<file path="src/rtl/hex_counter_display.sv">
// BCD up/down counter with a free-running prescaler driving registered
// active-low 7-segment outputs with leading-zero blanking and blink.
//
// Ports:
//   CLOCK_50  sole clock
//   RST_N     asynchronous active-low reset
//   en        count enable
//   up        direction (1 = increment)
//   load      synchronous load strobe
//   load_val  BCD load value, digit 0 in [3:0]
//   blink     display blink enable
//   count     current BCD count
//   carry     one-cycle wrap pulse
//   HEX       active-low segments, digit k in [7k+6:7k], a at 7k+6
module hex_counter_display #(
  parameter int N_DIGITS = 4,
  parameter int CLK_HZ   = 50000000,
  parameter int TICK_HZ  = 1,
  parameter bit BLANK_LZ = 1'b1
) (
  input  logic                  CLOCK_50,
  input  logic                  RST_N,
  input  logic                  en,
  input  logic                  up,
  input  logic                  load,
  input  logic [4*N_DIGITS-1:0] load_val,
  input  logic                  blink,
  output logic [4*N_DIGITS-1:0] count,
  output logic                  carry,
  output logic [7*N_DIGITS-1:0] HEX
);

  localparam int DIV = CLK_HZ / TICK_HZ;
  localparam int PW  = $clog2(DIV);
  localparam logic [PW-1:0] PMAX = PW'(DIV - 1);

  function automatic logic [6:0] seg7(
    input logic [3:0] d
  );
    logic [6:0] s;
    case (d)
      4'd0:    s = 7'b0000001;
      4'd1:    s = 7'b1001111;
      4'd2:    s = 7'b0010010;
      4'd3:    s = 7'b0000110;
      4'd4:    s = 7'b1001100;
      4'd5:    s = 7'b0100100;
      4'd6:    s = 7'b0100000;
      4'd7:    s = 7'b0001111;
      4'd8:    s = 7'b0000000;
      4'd9:    s = 7'b0000100;
      default: s = 7'b1111111;
    endcase
    return s;
  endfunction

  // Display of a zero count: "0" in digit 0, higher
  // digits blank or "0" depending on blanking.
  function automatic logic [7*N_DIGITS-1:0] hex_rst();
    logic [7*N_DIGITS-1:0] v;
    v = '1;
    for (int k = 0; k < N_DIGITS; k++) begin
      if (k == 0 || !BLANK_LZ)
        v[7*k +: 7] = 7'b0000001;
    end
    return v;
  endfunction

  localparam logic [7*N_DIGITS-1:0] HEX_RST = hex_rst();

  logic [PW-1:0]         presc;
  logic                  phase;
  logic                  wrap;
  logic [4*N_DIGITS-1:0] ld_bcd;
  logic [4*N_DIGITS-1:0] nxt;
  logic                  ripple;
  logic [3:0]            d;
  logic [7*N_DIGITS-1:0] hex_d;
  logic                  seen;

  assign wrap = (presc == PMAX);

  // Out-of-range nibbles load as zero.
  always_comb begin
    ld_bcd = '0;
    for (int k = 0; k < N_DIGITS; k++) begin
      if (load_val[4*k +: 4] <= 4'd9)
        ld_bcd[4*k +: 4] = load_val[4*k +: 4];
    end
  end

  // BCD ripple step; ripple survives only if
  // every digit wrapped (all-9s up, all-0s down).
  always_comb begin
    nxt    = count;
    ripple = 1'b1;
    d      = 4'd0;
    for (int k = 0; k < N_DIGITS; k++) begin
      d = count[4*k +: 4];
      if (ripple) begin
        if (up) begin
          if (d == 4'd9) begin
            nxt[4*k +: 4] = 4'd0;
          end else begin
            nxt[4*k +: 4] = d + 4'd1;
            ripple = 1'b0;
          end
        end else begin
          if (d == 4'd0) begin
            nxt[4*k +: 4] = 4'd9;
          end else begin
            nxt[4*k +: 4] = d - 4'd1;
            ripple = 1'b0;
          end
        end
      end
    end
  end

  // Scan from the top: a digit is blank until
  // the first nonzero digit is seen. Digit 0
  // is always shown.
  always_comb begin
    hex_d = '1;
    seen  = 1'b0;
    for (int k = N_DIGITS - 1; k >= 0; k--) begin
      if (count[4*k +: 4] != 4'd0)
        seen = 1'b1;
      if (!(BLANK_LZ && k != 0 && !seen))
        hex_d[7*k +: 7] = seg7(count[4*k +: 4]);
    end
    if (blink && phase)
      hex_d = '1;
  end

  always_ff @(posedge CLOCK_50 or negedge RST_N) begin
    if (!RST_N) begin
      presc <= '0;
      count <= '0;
      carry <= 1'b0;
      phase <= 1'b0;
      HEX   <= HEX_RST;
    end else begin
      HEX   <= hex_d;
      carry <= 1'b0;
      if (load) begin
        count <= ld_bcd;
        presc <= '0;
        phase <= 1'b0;
      end else begin
        if (wrap) begin
          presc <= '0;
          phase <= ~phase;
        end else begin
          presc <= presc + PW'(1);
        end
        if (wrap && en) begin
          count <= nxt;
          carry <= ripple;
        end
      end
    end
  end

endmodule

</file>
<file path="config.mk">
export PLATFORM = sky130hd
export DESIGN_NAME = hex_counter_display
export DESIGN_NICKNAME = d
export VERILOG_FILES = /design/src/rtl/hex_counter_display.sv
export SDC_FILE = /design/constraint.sdc
export NUM_CORES = 1
export LEC_CHECK = 0
export CELL_PAD_IN_SITES_DETAIL_PLACEMENT = 1
export CELL_PAD_IN_SITES_GLOBAL_PLACEMENT = 1
export CORE_ASPECT_RATIO = 0.5
export CORE_UTILIZATION = 45
export CTS_CLUSTER_DIAMETER = 150
export CTS_CLUSTER_SIZE = 8
export DETAILED_ROUTE_END_ITERATION = 8
export GPL_TIMING_DRIVEN = 0
export PLACE_DENSITY = 0.94
export SYNTH_ARGS = -nofsm -noshare
export SYNTH_HDL_FRONTEND = slang
export SYNTH_SLANG_ARGS = --single-unit
export TNS_END_PERCENT = 1
</file>
<file path="constraint.sdc">
create_clock -name CLOCK_50 -period 6.8 [get_ports CLOCK_50]
set_input_delay 0.68 -clock CLOCK_50 [delete_from_list [all_inputs] [get_ports CLOCK_50]]
set_output_delay 0.68 -clock CLOCK_50 [all_outputs]
set_load 0.02 [all_outputs]
</file>
### Word-level counts from Yosys, hierarchy flattened

Memories as Yosys holds them, arrays and structs flattened.
Cells that the tools add are included.

| word-level totals | value |
|---|---|
| register bits | 72 |
| bits in read-only memories | 448 |
| memories | 4 |
| logic and storage cells | 97 |
| input bits | 22 |

| operators by class | value |
|---|---|
| reductions and logical operators | 17 |
| add/sub/neg operators | 9 |
| bitwise logic cells | 1 |
| magnitude comparators | 4 |
| multiplexer cells | 49 |
| equality and inequality tests | 5 |

Memories:

| memory | words | bits a word | read ports | clocked after memory_dff | wr ports | line | RTL |
|---|---|---|---|---|---|---|---|
| (name not given) | 16 | 7 | 1 | 0 | 0 | 41 | `case (d)` |
| (name not given) | 16 | 7 | 1 | 0 | 0 | 41 |  |
| (name not given) | 16 | 7 | 1 | 0 | 0 | 41 |  |
| (name not given) | 16 | 7 | 1 | 0 | 0 | 41 |  |

Operator list:

| cell | count |
|---|---|
| 2-to-1 mux 4 bit | 19 |
| 2-to-1 mux 26 bit | 2 |
| 2-to-1 mux 16 bit | 2 |
| 2-to-1 mux 28 bit | 1 |
| adder 26 x 1 -> 26 bit (second input constant) | 1 |
| equality test 26 bit (second input constant) | 1 |
| 2-to-1 mux 1 bit | 22 |
| 2-to-1 mux 7 bit | 3 |
| adder 4 x 1 -> 4 bit (second input constant) | 4 |
| equality test 4 bit (second input constant) | 4 |
| less-or-equal comparator 4 bit (second input constant) | 4 |
| logical NOT 4 bit | 4 |
| subtractor 4 x 1 -> 4 bit (second input constant) | 4 |
| nonzero test 4 bit | 3 |
| nonzero test 2 bit | 5 |
| AND reduction 2 bit | 3 |
| logical AND 1 bit | 2 |
| NOT 1 bit | 1 |

### Logic depth before layout (Yosys ltp)

Gate-level depths: netlist of run 1.

| depth | value |
|---|---|
| depth after elaboration | 8 |
| gate-level depth with buffers | 9 |

### Least setup slack after synthesis of run 1

No wires, ideal clock.

| timing | value |
|---|---|
| path type | reg2reg |
| from | register count[1] |
| to | register count[12] |
| clock period less this slack | 2.409 ns |
| cell stages (with the launch flop) | 9 |
| path slack | 4.391 ns |
| buffers on the path | 1 |
| arrival time | 2.281 ns |
| required time | 6.672 ns |
| cell sequence | dfrtp_1 -> clkbuf_1 -> inv_1 -> ha_1 -> nor3b_1 -> o21ai_1 -> a2111oi_4 -> a21oi_2 -> mux2_1 |

| on the way | value |
|---|---|
| longest elaborated chain between the ends | 7 |
| elaborated cells between the ends (all ways) | 9 |
| classes of those cells | eq/ne: 1; mux: 5; reduce/logical: 3 |

RTL lines:

| item | line | RTL |
|---|---|---|
| start: declaration | 28 | `output logic [4*N_DIGITS-1:0] count,` |
| start signal: assignment | 147 | `count <= ld_bcd;` |
| start signal: assignment | 158 | `count <= nxt;` |
| equality test 4 bit or logical NOT 4 bit (tied branches) | 102, 109 |  |
| 2-to-1 mux 1 bit (on tied branches) | 102, 109 |  |
| 2-to-1 mux 1 bit (*) | 101 | `if (up) begin` |
| 2-to-1 mux 1 bit (*) (2 in a row) | 100 | `if (ripple) begin` |
| nonzero test 2 bit (no source line) (*) | n/a |  |
| AND reduction 2 bit (no source line) (*) | n/a |  |

Mark *: on every way between the ends. The rest lies on a longest branch, timed or not.
A chain may end at the register's enable or synchronous reset.

### Final worst setup path of run 1

| timing | value |
|---|---|
| from | register count[1] |
| to | register count[15] |

The elaborated chain is that of the path after synthesis.

==> flow_metrics.py, run 1 <==
metrics = {
    "timing": {
        "timing.slew.headroom": 0.382,
        "fmax_mhz": 356,
        "worst_slew_pin_slew_ps": 927,
        "fin_crit_sh": 0.413,
        "setup_violations": 0,
        "min_period_ps": 2810,
        "finClkSkew_ps": 8.91,
        "rsz0062_at_grt": "no",
        "finalHoldViolCount": 0,
        "final.setup.tns_ps": 0,
        "drv_slew": 0,
    },
    "clock_network": {
        "path_clk_slew_ps": 60,
        "cts_hold_repair.buffers": 0,
        "cts-resized-gates": 0,
        "cts_tree": "yes",
        "cts_setup_buffers": 0,
        "h-tree-depth": 3,
        "clock-sinks": 72,
        "clock_path_buffers": 2,
        "clk_latency_ps": 340,
        "root_buffer": "clkbuf_16",
        "cts_buffers": 9,
    },
    "synth": {
        "synth.area.top_cells": "dfrtp_1 28%, dfstp_2 13%, ha_1 6.9%, o21ai_0 5.1%, nor2_1 4.7%",
        "ys.flop_type": "dfrtp_1",
        "yosysTopAreaCell": "dfrtp_1",
        "synth_compound_area_frac": 0.160,
        "yosysWarnings": 0,
        "yosys.area.top_type_share": 0.277,
        "yosys.area_share.adder": 0.0693,
        "syn_avg_cell_area_um2": 8.94,
        "synthSimpleGateAreaFrac": 0.234,
        "synth_top_family_by_area": "simple AND/OR/NAND/NOR gates",
        "synth_cells": 505,
        "synth_edf_count": 0,
        "synthArstFlopShare": 1.00,
        "synth-seq-area-share": 0.405,
        "synthesis.nets": 552,
        "synthTopCellsByCount": "56 x nor2_1, 50 x dfrtp_1, 46 x o21ai_0",
        "synthXorXnorAreaFrac": 0.0504,
        "muxShareOfSynthArea": 0.0333,
        "synth_cell_types": 60,
        "synth_most_common_cell": "nor2_1",
        "synth_area_mm2": 0.00452,
        "ys_seq_elements": 72,
    },
    "detailed_routing": {
        "routed-via-count": 4163,
        "routed_wl_um": 13500,
        "drt_iter0_markers": 177,
        "via_per_inst": 5.77,
        "firstDrtPassIters": 4,
        "drcViolationCount": 0,
        "post_drt_wl_per_cell_um": 18.7,
        "ant_nets": 0,
    },
    "setup_path": {
        "cp_max_fo": 8,
        "worstPathRequired_ps": 7020,
        "slowest_stage": "a2111oi_4",
        "cp_cell_sequence": "clkbuf_1, inv_1, ha_1, nor3b_1, o21ai_1, a2111oi_4, a21oi_2, mux2_1",
        "crit_arrival_ps": 3030,
        "crit_path_start_kind": "register",
        "cp-end-kind": "register",
        "worstSetupPathType": "reg -> reg",
        "max_stage_delay_ps": 650,
    },
    "global_route": {
        "grt_usage": 0.276,
        "antenna_found_initial": 0,
        "grt_remaining_overflow": 0,
        "grt_max_degree": 73,
        "grt_pass1_wl_um": 22100,
        "grt_pass1_vias": 4297,
    },
    "pwr": {
        "clkPwrFrac": 0.324,
        "switching_share": 0.321,
        "ir_drop_uv": 127,
        "power_frac_seq": 0.364,
        "switchingPower_w": 0.000485,
        "intPower_w": 0.00103,
        "combPwrFrac": 0.312,
        "p_per_area_mw_per_mm2": 268,
        "power.leakage_nw": 2.28,
    },
    "floorplanning": {
        "fp.dieArea_mm2": 0.0105,
        "start_util": 0.470,
        "core_mm2": 0.00960,
        "fp.dieW_um": 144,
        "rows": 25,
        "fp.dieH_um": 72.8,
        "ios": 67,
    },
    "flow_run": {
        "maxCapViolCount": 0,
    },
    "finish": {
        "drive_gt1_frac": 0.104,
        "fillCellCount": 1138,
        "area_growth_pct": 25.0,
        "nets": 628,
        "utilization": 0.588,
        "n_antenna_cell": 0,
    },
    "place": {
        "place.gp.congestion": 0.885,
        "portBuffers": 65,
        "dp_hpwl_um": 9390,
    },
    "worst_hold_path": {
        "hp-class": "in -> async",
    },
    "outcome": {
        "outcome": "completed",
    },
}
==> power groups by stage <==
stage / clock network [W] / logic (W) / registers [W]
global placement: 0 / 0.000444 / 0.000553
floorplan: 0 / 0.000193 / 0.000626
detailed placement: 0 / 0.000464 / 0.000556
CTS: 0.000499 / 0.000470 / 0.000550
global route: 0.000514 / 0.000512 / 0.000556
finish: 0.000489 / 0.000472 / 0.000550
==> critical path: cells and delay by family (launching register included) <==
| kind | cells | cell delay (ps) |
|---|---|---|
| AOI/OAI and AO/OA | 3 | 1000 |
| buffers and inverters | 2 | 410 |
| DFF | 1 | 410 |
| muxes | 1 | 370 |
| adders and majority gates | 1 | 280 |
| and+or+nand+nor | 1 | 220 |
==> state kept, by name, summed over array words and instances, names as in the netlist <==
register  flops
HEX          28
presc        26
count        16
carry         1
phase         1
==> area by class of cell <==
type	count	area, µm²	area share
multi-input cells	383	2470	0.438
flip-flops and latches	72	1830	0.324
repair buffers	65	648	0.115
clock buffers	13	270	0.0479
well taps	135	169	0.0299
plain buffers	28	131	0.0233
inverters	22	82.6	0.0146
clock inverters	3	40.0	0.00710
==> layer usage <==
metal	vias up	GRT usage	routed length, µm
met4	0	0.0839	224
met1	2076	0.334	5590
met5	-	0	0
li1	1929	-	-
met3	26	0.0636	813
met2	132	0.495	6850
==> cell families after synthesis <==
kind of cell,Yosys count
AO/OA/AOI/OAI,121
XOR/XNOR,26
adder cells (fa/ha/maj),25
buffers and inverters,50
flip-flops,72
multiplexers,14
AND/OR/NAND/NOR,197
==> placed cells by master (no fill, tap or decap), types with 4 or more instances in the layout <==
cell / n
a21oi_1: 30
a31oi_1: 8
and3_1: 5
buf_1: 4
clkbuf_1: 19
clkbuf_16: 9
clkdlybuf4s50_1: 64
dfrtp_1: 50
dfstp_2: 22
ha_1: 25
inv_1: 21
mux2_1: 4
mux2_2: 4
mux2i_1: 6
nand2_1: 39
nand2b_1: 7
nand3_1: 19
nand3b_1: 4
nand4_1: 10
nor2_1: 56
nor2b_1: 9
nor3_1: 10
nor3b_1: 11
o211ai_1: 5
o21ai_0: 46
o22ai_1: 7
or3_1: 5
xnor2_1: 14
xor2_1: 12
==> path summary, 6_finish.rpt <==
check	startpoint	endpoint	slack [ps]	cells after the start
max reg2reg	count[1]	count[15]	3990	8
min reg2reg	presc[0]	presc[0]	480	1
max	count[1]	count[15]	3990	8
max in group asynchronous	RST_N	carry	5720	1
min	RST_N	presc[11]	460	1
min in group CLOCK_50	presc[0]	presc[0]	480	1
==> through the flow <==
step	hold WS (ps)	total power, W	setup WS, ps	area (µm²)	cells
2_1_floorplan	384	0.000819	4390	4520	505
3_3_place_gp	461	0.000997	2660	5340	705
3_5_place_dp	468	0.00102	3810	5330	705
4_1_cts	482	0.00152	4000	5640	721
5_1_grt	493	0.00158	3790	5640	721
6_report	464	0.00151	3990	5640	721
No activity file was read; power rests on OpenSTA's default activity.
==> run 2: changes to the inputs <==
CORE_UTILIZATION = 42   (was 45)
PLACE_DENSITY = 0.89   (was 0.94)
clock period = 2.85 ns   (was 6.8 ns; I/O delays follow)
==> run 2 against run 1 <==
Compared with the run above: combinational power is 140% higher; global-route usage is 3.2 points lower; cell area hardly changed; sequential share of layout area hardly changed; worst setup slack worse by 3900 ps; core utilization is 4.0 points lower; hold slack worse by 380 ps.
==> flow_metrics.py, run 2 (synthesized netlist as in run 1, its figures left out) <==
metrics = {
    "outcome": {
        "outcome": "completed",
    },
    "clock_network": {
        "cts_buffers": 9,
        "clock_path_buffers": 2,
        "path_clk_slew_ps": 60,
        "cts_tree": "yes",
        "cts_hold_repair.buffers": 0,
        "root_buffer": "clkbuf_16",
        "clock-sinks": 72,
        "clk_latency_ps": 340,
        "h-tree-depth": 3,
    },
    "flow_run": {
        "maxCapViolCount": 0,
    },
    "timing": {
        "rsz0062_at_grt": "no",
        "min_period_ps": 2720,
        "whs_ps": 85.6,
        "fmax_mhz": 368,
        "fin_crit_sh": 0.953,
        "drv_slew": 0,
        "timing.slew.headroom": 0.391,
        "setup_violations": 0,
        "finClkSkew_ps": 6.59,
        "worst_slew_pin_slew_ps": 914,
        "finalHoldViolCount": 0,
    },
    "finish": {
        "reg.largest.list": "HEX x28, presc x26, count x16",
        "regArea_mm2": 0.00183,
        "top_register": "HEX",
        "multi_input_area_mm2": 0.00247,
        "drive_gt1_frac": 0.101,
        "nets": 628,
        "utilization": 0.547,
        "final_common_cell": "clkdlybuf4s50_1",
        "fillCellCount": 1200,
        "n_antenna_cell": 0,
        "largest_reg_flops": 28,
        "area_growth_pct": 25.0,
        "mostFrequentLayoutCells": "64 x clkdlybuf4s50_1, 56 x nor2_1, 50 x dfrtp_1",
    },
    "global_route": {
        "grt_pass1_wl_um": 21100,
        "grt_pass1_vias": 4148,
        "grt_remaining_overflow": 0,
        "grt_max_degree": 73,
        "antenna_found_initial": 0,
        "grt_usage": 0.245,
    },
    "setup_path": {
        "cp-end-kind": "register",
        "worstPathRequired_ps": 3060,
        "worstSetupPathType": "reg -> reg",
        "crit_path_start_kind": "register",
        "cp_max_fo": 8,
        "crit_arrival_ps": 2930,
    },
    "detailed_routing": {
        "drt_iter0_markers": 160,
        "ant_nets": 0,
        "routed-via-count": 4043,
        "post_drt_wl_per_cell_um": 18.1,
        "firstDrtPassIters": 4,
        "via_per_inst": 5.57,
        "routed_wl_um": 13100,
        "drcViolationCount": 0,
    },
    "floorplanning": {
        "ios": 67,
        "rows": 26,
        "fp.dieW_um": 149,
        "fp.dieH_um": 75.3,
        "core_mm2": 0.0103,
        "fp.dieArea_mm2": 0.0112,
        "start_util": 0.438,
    },
    "place": {
        "portBuffers": 65,
        "dp_hpwl_um": 9140,
        "place.gp.congestion": 0.885,
    },
    "worst_hold_path": {
        "hp-class": "in -> async",
    },
    "pwr": {
        "ir_drop_uv": 309,
        "p_per_area_mw_per_mm2": 640,
        "power.leakage_nw": 2.27,
    },
}
## run 2: changes by cell type in the layout (fill, tap and decap cells not counted), sizes merged
cell / delta
clkbuf: -1
bufinv: +1
## run 2: cell type report
type / instances / area share
Multi-Input combinational cell: 383 / 0.438
Buffer: 28 / 0.0233
Sequential cell: 72 / 0.324
Timing Repair Buffer: 65 / 0.115
Inverter: 22 / 0.0146
Tap cell: 140 / 0.0310
Clock inverter: 4 / 0.0124
Clock buffer: 12 / 0.0419
## run 2: critical path: stages (launching register included)
cell and delay [ps]:
dfrtp_1 410, clkbuf_1 230, inv_1 170, ha_1 270, nor3b_1 220, o21ai_1 150, a2111oi_4 570, a21oi_2 210
mux2_1 360
## run 2: timing repair
action	4_1_cts	5_1_grt
gates resized for setup	0	0
endpoints found under the setup margin	0	4
buffers inserted	0	0
## run 2: stage by stage
stage	TNS [ps]	power (W)	worst slack [ps]	std cells	cell area [µm²]
2_1_floorplan	0	0.00195	441	505	4520
3_3_place_gp	-49740	0.00239	-949	710	5340
3_5_place_dp	0	0.00244	183	710	5340
4_1_cts	0	0.00364	121	726	5650
5_1_grt	0	0.00380	6.97	726	5650
6_report	0	0.00361	133	726	5650
## run 2: worst paths after layout
path                                from   endpoint  slack, ps  depth (start not counted)
worst max-delay path            count[1]  count[13]        130                          8
worst min-delay path               RST_N  count[15]         90                          1
worst max register to register  count[1]  count[13]        130                          8
worst min register to register  presc[0]   presc[0]        510                          1
max in group asynchronous          RST_N  presc[22]       2170                          1
min in group CLOCK_50           presc[0]   presc[0]        510                          1
## run 2: per-layer routing
metal,vias to the layer above,track usage,wire length [µm]
met4,0,0.0687,204
met1,2027,0.299,5710
met3,21,0.0551,611
met5,-,0,0
li1,1919,-,-
met2,76,0.444,6590
## run 2: power breakdown
part           internal [W]  switching [W]
clock network      0.000764       0.000420
logic              0.000477       0.000641
registers           0.00122      0.0000849
==> run 3: changes to the inputs <==
ABC_CLOCK_PERIOD_IN_PS = 2850   (was unset)
CORE_MARGIN = 2   (was unset)
==> run 3 against run 2 <==
Compared with the run above: clock power is 14% higher; critical path depth up 1; final cell count is 0.41% higher; global-route usage is 0.64 points higher; die area up 4.0%; worst setup slack improved by 49 ps; via count is 2.0% higher; combinational power hardly changed; sequential share of layout area fell by 0.53 points; sequential cell count unchanged; clock-buffer cell count decreased by 1; critical path type unchanged; largest cell class unchanged.
==> flow_metrics.py, run 3 (synthesized netlist as in run 1, its figures left out) <==
metrics = {
    "setup_path": {
        "cp-end-kind": "register",
        "crit_family": "buffers and inverters",
        "cp_max_fo": 8,
        "slowest_stage": "dfrtp_1",
        "worstPathRequired_ps": 3070,
        "max_stage_delay_ps": 390,
        "crit_path_start_kind": "register",
        "worstSetupPathType": "reg -> reg",
        "cp_cell_sequence": "clkbuf_1, inv_1, ha_1, nor3b_1, o21ai_1, a2111oi_4, buf_4, a21oi_2, mux2_1",
        "crit_buf_inv": 3,
        "crit_arrival_ps": 2880,
    },
    "timing": {
        "setup_violations": 0,
        "finalWorstSetupSlack_ps": 182,
        "finClkSkew_ps": 3.81,
        "fin_crit_sh": 0.936,
        "worst_slew_pin_slew_ps": 616,
        "timing.slew.headroom": 0.587,
        "rsz0062_at_grt": "no",
        "finalHoldViolCount": 0,
        "min_period_ps": 2670,
        "fmax_mhz": 375,
        "whs_ps": 480,
        "drv_slew": 0,
    },
    "finish": {
        "n_antenna_cell": 0,
        "reg.largest.list": "HEX x28, presc x26, count x16",
        "top_register": "HEX",
        "largest_reg_flops": 28,
        "mostFrequentLayoutCells": "64 x clkdlybuf4s50_1, 56 x nor2_1, 50 x dfrtp_1",
        "final_common_cell": "clkdlybuf4s50_1",
        "fin_cells": 729,
        "area_growth_pct": 27.1,
        "nets": 631,
        "drive_gt1_frac": 0.109,
    },
    "pwr": {
        "power.leakage_nw": 2.31,
        "clkPwrFrac": 0.355,
        "p_per_area_mw_per_mm2": 661,
        "switching_share": 0.312,
        "ir_drop_uv": 326,
        "combPwrFrac": 0.300,
        "switchingPower_w": 0.00119,
        "power_frac_seq": 0.346,
        "intPower_w": 0.00261,
    },
    "floorplanning": {
        "start_util": 0.437,
        "fp.dieArea_mm2": 0.0116,
        "rows": 26,
        "ios": 67,
        "core_mm2": 0.0103,
        "fp.dieH_um": 77.3,
        "fp.dieW_um": 151,
    },
    "detailed_routing": {
        "via_per_inst": 5.66,
        "routed-via-count": 4125,
        "drt_iter0_markers": 172,
        "drcViolationCount": 0,
        "routed_wl_um": 13600,
        "ant_nets": 0,
        "firstDrtPassIters": 4,
        "post_drt_wl_per_cell_um": 18.6,
    },
    "global_route": {
        "antenna_found_initial": 0,
        "grt_remaining_overflow": 0,
        "grt_max_degree": 73,
        "grt_usage": 0.251,
        "grt_pass1_wl_um": 22800,
        "grt_pass1_vias": 4546,
    },
    "clock_network": {
        "cts_buffers": 9,
        "h-tree-depth": 3,
        "cts_tree": "yes",
        "clock-sinks": 72,
        "root_buffer": "clkbuf_16",
        "path_clk_slew_ps": 60,
        "clk_latency_ps": 340,
        "clock_path_buffers": 2,
    },
    "place": {
        "place.gp.congestion": 0.891,
        "dp_cells": 711,
        "dp_hpwl_um": 9490,
        "pre_cts_slack_ps": 107,
        "portBuffers": 65,
    },
    "outcome": {
        "outcome": "completed",
    },
    "flow_run": {
        "maxCapViolCount": 0,
    },
    "worst_hold_path": {
        "hp-class": "reg -> reg",
    },
}
==> run 3: layout make-up <==
type                            instances  area, µm²
Timing Repair Buffer                   68        693
Buffer                                 28        131
Sequential cell                        72       1830
Fill cell                            1200       4610
Clock inverter                          5        103
Multi-Input combinational cell        383       2470
Clock buffer                           11        253
Inverter                               22       82.6
Tap cell                              140        175
==> run 3: worst paths after layout <==
path | start | to | slack, ps | cells after the start
worst max-delay path | count[1] | count[12] | 180 | 9
worst max register to register | count[1] | count[12] | 180 | 9
max in group asynchronous | RST_N | HEX[10] | 2010 | 3
min in group asynchronous | RST_N | presc[24] | 490 | 3
worst min register to register | presc[0] | presc[0] | 480 | 1
worst min-delay path | presc[0] | presc[0] | 480 | 1
==> run 3: power by group through the flow <==
stage,sequential [W],clock (W),combinational (W)
after global routing,0.00133,0.00141,0.00124
final,0.00131,0.00134,0.00114
after floorplan,0.00149,0,0.000460
after detailed placement,0.00133,0,0.00112
after global placement,0.00132,0,0.00107
after CTS,0.00131,0.00137,0.00114
==> run 3: what timing repair did <==
item                                    CTS  global route
hold endpoints to repair                 50             0
buffers inserted                          0             1
gates resized for setup                   0             0
endpoints found under the setup margin    0             7
hold buffers                              1             0
==> run 3: metrics by stage <==
step	instance area [µm²]	power, W	setup TNS, ps	util
2_1_floorplan	4520	0.00195	0	-
3_3_place_gp	5340	0.00239	-50400	0.516
3_5_place_dp	5370	0.00244	0	0.519
4_1_cts	5730	0.00381	0	0.554
5_1_grt	5740	0.00397	0	0.555
6_report	5740	0.00379	0	0.555
==> run 3: metal layers <==
layer / wire, µm / share of wire / track usage
met5: 0 / 0 / 0
met4: 245 / 0.018 / 0.0776
met1: 5850 / 0.43 / 0.307
met2: 6980 / 0.51 / 0.447
met3: 486 / 0.036 / 0.0488
